--- src/rtl/uart_alu_ctrl_pkg.sv ---
// Shared constants for the UART-driven ALU controller: state encoding,
// default widths and the ALU opcode map used by the external ALU.
package uart_alu_ctrl_pkg;

   localparam int NB_DATA_DEF = 8;
   localparam int NB_OP_DEF   = 6;
   localparam int NB_STATE    = 3;

   localparam logic [NB_STATE-1:0] ST_GET_A  = 3'd0;
   localparam logic [NB_STATE-1:0] ST_GET_B  = 3'd1;
   localparam logic [NB_STATE-1:0] ST_GET_OP = 3'd2;
   localparam logic [NB_STATE-1:0] ST_EXEC   = 3'd3;
   localparam logic [NB_STATE-1:0] ST_SEND   = 3'd4;

   localparam logic [5:0] OP_ADD = 6'h20;
   localparam logic [5:0] OP_SUB = 6'h22;
   localparam logic [5:0] OP_AND = 6'h24;
   localparam logic [5:0] OP_OR  = 6'h25;
   localparam logic [5:0] OP_XOR = 6'h26;
   localparam logic [5:0] OP_NOR = 6'h27;
   localparam logic [5:0] OP_SRA = 6'h03;
   localparam logic [5:0] OP_SRL = 6'h02;

endpackage

--- src/rtl/uart_alu_ctrl_frame_timer.sv ---
// Inter-byte timeout counter. Counts enabled cycles since the last clear
// and flags expiry at TIMEOUT_CYC-1; it holds there rather than wrapping.
module frame_timer #(
   parameter int TIMEOUT_CYC = 1_000_000,
   parameter int NB_TMO      = 20
) (
   input  logic clk,
   input  logic rst,
   input  logic clear,
   input  logic enable,
   output logic expired
);

   localparam logic [NB_TMO-1:0] TC_LAST = NB_TMO'(TIMEOUT_CYC - 1);

   logic [NB_TMO-1:0] count;

   // Saturating up-counter; clear has priority over counting.
   always_ff @(posedge clk or posedge rst) begin
      if (rst) begin
         count <= '0;
      end else if (clear) begin
         count <= '0;
      end else if (enable && !expired) begin
         count <= count + 1'b1;
      end
   end

   assign expired = (count == TC_LAST);

endmodule

--- src/rtl/uart_alu_ctrl.sv ---
// Frame controller between a UART FIFO pair and an external ALU.
// Collects A, B and opcode bytes, runs one ALU cycle and sends the result.
//
// state     | meaning
// ----------+------------------------------------------------------
// GET_A     | idle, waiting for first operand byte
// GET_B     | waiting for second operand byte (timeout armed)
// GET_OP    | waiting for opcode byte (timeout armed)
// EXEC      | one cycle, register ALU result
// SEND      | push result to TX FIFO once it has room
module uart_alu_ctrl
   import uart_alu_ctrl_pkg::*;
#(
   parameter int NB_DATA     = NB_DATA_DEF,
   parameter int NB_OP       = NB_OP_DEF,
   parameter int TIMEOUT_CYC = 1_000_000,
   parameter int NB_TMO      = 20
) (
   input  logic               i_clk,
   input  logic               i_reset,
   input  logic               i_rx_empty,
   input  logic [NB_DATA-1:0] i_r_data,
   output logic               o_rd_uart,
   input  logic               i_tx_full,
   output logic               o_wr_uart,
   output logic [NB_DATA-1:0] o_w_data,
   output logic [NB_DATA-1:0] o_data_a,
   output logic [NB_DATA-1:0] o_data_b,
   output logic [NB_OP-1:0]   o_opcode,
   input  logic [NB_DATA-1:0] i_alu_result,
   output logic               o_frame_err,
   output logic               o_busy
);

   logic [NB_STATE-1:0] state;
   logic [NB_STATE-1:0] state_nxt;
   logic [NB_DATA-1:0]  a_stage;
   logic [NB_DATA-1:0]  b_stage;
   logic [NB_DATA-1:0]  data_a;
   logic [NB_DATA-1:0]  data_b;
   logic [NB_OP-1:0]    opcode;
   logic [NB_DATA-1:0]  result;
   logic                collecting;
   logic                waiting;
   logic                pop;
   logic                tmo_expired;
   logic                timeout;

   assign collecting = (state == ST_GET_A) || (state == ST_GET_B) || (state == ST_GET_OP);
   assign waiting    = (state == ST_GET_B) || (state == ST_GET_OP);
   // Pop is gated by reset so the FIFO is never drained while held in reset.
   assign pop        = collecting && !i_rx_empty && !i_reset;
   // A byte present in the expiry cycle wins over the timeout.
   assign timeout    = waiting && i_rx_empty && tmo_expired;

   frame_timer #(
      .TIMEOUT_CYC (TIMEOUT_CYC),
      .NB_TMO      (NB_TMO)
   ) u_frame_timer (
      .clk     (i_clk),
      .rst     (i_reset),
      .clear   (pop || !waiting),
      .enable  (waiting && i_rx_empty),
      .expired (tmo_expired)
   );

   // Next-state decode.
   always_comb begin
      state_nxt = state;
      case (state)
         ST_GET_A:  if (pop) state_nxt = ST_GET_B;
         ST_GET_B:  if (pop) state_nxt = ST_GET_OP;
                    else if (timeout) state_nxt = ST_GET_A;
         ST_GET_OP: if (pop) state_nxt = ST_EXEC;
                    else if (timeout) state_nxt = ST_GET_A;
         ST_EXEC:   state_nxt = ST_SEND;
         ST_SEND:   if (!i_tx_full) state_nxt = ST_GET_A;
         default:   state_nxt = ST_GET_A;
      endcase
   end

   // State register.
   always_ff @(posedge i_clk or posedge i_reset) begin
      if (i_reset) state <= ST_GET_A;
      else         state <= state_nxt;
   end

   // Operand capture: A and B are staged and only published together with
   // the opcode, so an abandoned frame never disturbs the ALU operands.
   always_ff @(posedge i_clk or posedge i_reset) begin
      if (i_reset) begin
         a_stage <= '0;
         b_stage <= '0;
         data_a  <= '0;
         data_b  <= '0;
         opcode  <= '0;
         result  <= '0;
      end else begin
         if (pop && (state == ST_GET_A)) a_stage <= i_r_data;
         if (pop && (state == ST_GET_B)) b_stage <= i_r_data;
         if (pop && (state == ST_GET_OP)) begin
            data_a <= a_stage;
            data_b <= b_stage;
            opcode <= i_r_data[NB_OP-1:0];
         end
         if (state == ST_EXEC) result <= i_alu_result;
      end
   end

   assign o_rd_uart   = pop;
   assign o_wr_uart   = (state == ST_SEND) && !i_tx_full;
   assign o_w_data    = result;
   assign o_data_a    = data_a;
   assign o_data_b    = data_b;
   assign o_opcode    = opcode;
   assign o_frame_err = timeout;
   assign o_busy      = (state != ST_GET_A);

endmodule

--- config.mk ---
export PLATFORM = sky130hd
export DESIGN_NAME = uart_alu_ctrl
export DESIGN_NICKNAME = d
export VERILOG_FILES = /design/src/rtl/uart_alu_ctrl_pkg.sv /design/src/rtl/uart_alu_ctrl_frame_timer.sv /design/src/rtl/uart_alu_ctrl.sv
export SDC_FILE = /design/constraint.sdc
export NUM_CORES = 1
export LEC_CHECK = 0
export CORE_MARGIN = 5
export CORE_UTILIZATION = 45
export DETAILED_ROUTE_END_ITERATION = 10
export HOLD_SLACK_MARGIN = 0.1
export PLACE_DENSITY = 0.73
export SETUP_SLACK_MARGIN = 0.5
export SYNTH_ARGS = -nofsm -noshare
export SYNTH_HDL_FRONTEND = slang
export SYNTH_SLANG_ARGS = --single-unit
--- constraint.sdc ---
create_clock -name i_clk -period 2.3 [get_ports i_clk]
set_input_delay 0.69 -clock i_clk [delete_from_list [all_inputs] [get_ports i_clk]]
set_output_delay 0.69 -clock i_clk [all_outputs]
set_load 0.02 [all_outputs]
==> impl_metrics.yaml <==
critical_path:
  critPathLaunchType: "flop"
  critPathMaxStageDelay_ns: 0.39
  critical_path.top_delay_family: "simple AND/OR/NAND/NOR gates"
  cp_max_fo: 2
  cp_data_arrival_time_ns: 1.61
  timing.critical_path.buf_inv: 1
  crit_slowest_cell: "dfrtp_1"
  cp_data_required_time_ns: 1.61
  ff2ff_setup_slack_ns: 0.21
  path_cells: "nor4_2, nand4b_1, nor3_4, buf_6"
  crit_type: "reg2out"
  end_kind: "primary output"
yosys:
  synthFlopType: "dfrtp_1"
  synth_area_leaders: "dfrtp_1 57%, mux2_2 17%, nand2_1 2.1%"
  synth_edf_count: 0
  yosysTopAreaCellShare: 0.569
  synth_common_cells: "69 x dfrtp_1, 46 x mux2_2, 17 x nand2_1"
  yosysTopAreaCell: "dfrtp_1"
  synth_area_mm2: 0.00303
  synthCells: 246
  async_reset_ff_frac: 1.00
  syn_nets: 267
  ys_ff_latch: 69
  yosysWarnings: 0
  synth.distinct_cells: 35
  yosysMostFrequentCell: "dfrtp_1"
  syn_avg_cell_area_um2: 12.3
  yosysSeqAreaShare: 0.569
placed_design:
  pre_cts_ws_ns: -0.671
  place_area_mm2: 0.00407
  port_buffers: 53
  gp_congestion: 0.860
  placedCellCount: 412
  dpl.hpwl_um: 4990
sta:
  max_freq_mhz: 434
  finalCritPeriodShare: 1.00
  setup_viol: 1
  min_period_ns: 2.30
  rsz0062_at_grt: "yes"
  worst_slew_pin_slew_ns: 0.465
  whs_ns: 0.507
  skew_ns: 0.00962
  timing.slew.headroom: 0.689
  hold_viol: 0
  fin_setup_tns_ns: -0.00483
  layout_setup_ws_ns: -0.00483
  slew_violations: 0
pwr:
  p_leak_nw: 2.32
  fin_total_pwr_mw: 5.90
  cellPowerDensity_mw_per_mm2: 1180
  irDropWorstVdd_uv: 807
layout:
  areaGrowthSynthToFinish_pct: 64.7
  final_nets: 389
  fin_util: 0.748
  diodes: 0
  drive_above_1_share: 0.499
  fin_area_mm2: 0.00500
  fillers: 421
  fin_cells: 453
clock_network:
  cts_buffer_depth: 2
  htreeDepth: 3
  cts_hold_buf: 0
  cts_made_buffers: 9
  cts_num_sinks: 69
  tritoncts: "yes"
  clock_tree.root_cell: "clkbuf_8"
  path_clk_slew_ns: 0.08
  clock_latency_ns: 0.35
route:
  routed_wl_um: 9090
  met2_wirelength_um: 4660
  ant_nets: 0
  drtIter0Drc: 63
  wl_met1_um: 3800
  drc_errors: 0
  vias: 2546
  top_layer: "met4"
  wl_per_cell_um: 20.1
  route.met3.wl_um: 447
  viasPerCell: 5.62
  first_pass_iters: 4
outcome:
  status: "complete, but fails checks"
  failed_checks: "setup timing"
worst_hold_path:
  hp-class: "reg2reg"
grt:
  grt_antenna_before_repair: 0
  grt.overflow.total: 0
  grt_max_degree: 36
  grt_use_total: 0.217
  grt_pass1_wl_um: 14100
  grt_pass1_vias: 2620
floorplan:
  ios: 54
  start_util: 0.454
  die-area_mm2: 0.00849
  die_y_um: 92.1
  die_x_um: 92.1
  num_rows: 30
  core-area_mm2: 0.00668
run:
  cap_violations: 0
[layout make-up]
| cell class | instances | area, um2 | area share |
|---|---|---|---|
| clock inverters | 6 | 92.6 | 0.0185 |
| well taps | 80 | 100 | 0.0200 |
| clock buffers | 10 | 138 | 0.0275 |
| flip-flops and latches | 69 | 1730 | 0.345 |
| inverters | 3 | 15.0 | 0.00300 |
| multi-input cells | 163 | 1660 | 0.331 |
| repair buffers | 122 | 1270 | 0.254 |
[metal layers]
layer  track usage  vias to the layer above
met5             0                        -
met4        0.0631                        0
li1              -                     1154
met2         0.355                       72
met3        0.0714                       18
met1         0.275                     1302
[cell usage in the layout (no fill, tap or decap), types with 5 or more instances in the layout]
| cell | n |
|---|---|
| a21oi_2 | 7 |
| buf_12 | 6 |
| clkdlybuf4s15_1 | 14 |
| mux2i_1 | 5 |
| clkbuf_8 | 10 |
| clkdlybuf4s50_1 | 16 |
| buf_6 | 27 |
| and3_1 | 5 |
| mux2_2 | 16 |
| nand2_2 | 6 |
| nand2_1 | 11 |
| mux2_4 | 30 |
| buf_4 | 36 |
| o31ai_1 | 5 |
| dfrtp_1 | 69 |
| dlygate4sd2_1 | 16 |
| nand3_1 | 9 |
[report_power, final]
part	internal (mW)	total, mW	switching (mW)
sequential	1.64	1.89	0.245
clock	0.648	1.16	0.511
combinational	1.52	2.85	1.33
[cells by family after synthesis]
| kind of cell | after synthesis | share of synthesized area |
|---|---|---|
| compound gates | 31 | 0.0647 |
| xor+xnor | 4 | 0.0115 |
| fa+ha+maj | 1 | 0.00412 |
| buf+inv | 14 | 0.0202 |
| flops | 69 | 0.569 |
| mux | 51 | 0.187 |
| simple gates | 76 | 0.143 |
[state kept, by name (all words and copies together), names as in the netlist]
signal / count
u_frame_timer.count: 20
a_stage: 8
b_stage: 8
o_data_a: 8
o_data_b: 8
o_w_data: 8
o_opcode: 6
state: 3
[worst register-to-register path: stages, from the launching register on]
cell     delay, ns
dfrtp_1       0.43
buf_6         0.16
buf_6         0.12
buf_6         0.12
xnor2_4       0.13
or4_4         0.54
or3_1         0.39
a21oi_1       0.14
[what timing repair did]
item,4_1_cts,5_1_grt
pin swaps,12,12
setup endpoints to repair,88,70
buffers inserted,11,8
gates cloned,6,0
resized for setup,134,59
[path summary, 6_finish.rpt]
path	cells past startpoint	from	end
worst max-delay path	4	u_frame_timer.count[7]	o_frame_err
worst min-delay path	1	o_data_b[5]	o_data_b[5]
worst max register to register	7	state[0]	u_frame_timer.count[15]
worst min register to register	1	o_data_b[5]	o_data_b[5]
max in group asynchronous	4	i_reset	o_data_b[3]
min in group asynchronous	3	i_reset	o_w_data[5]
Note: power is estimated with default switching activity, not from simulation.
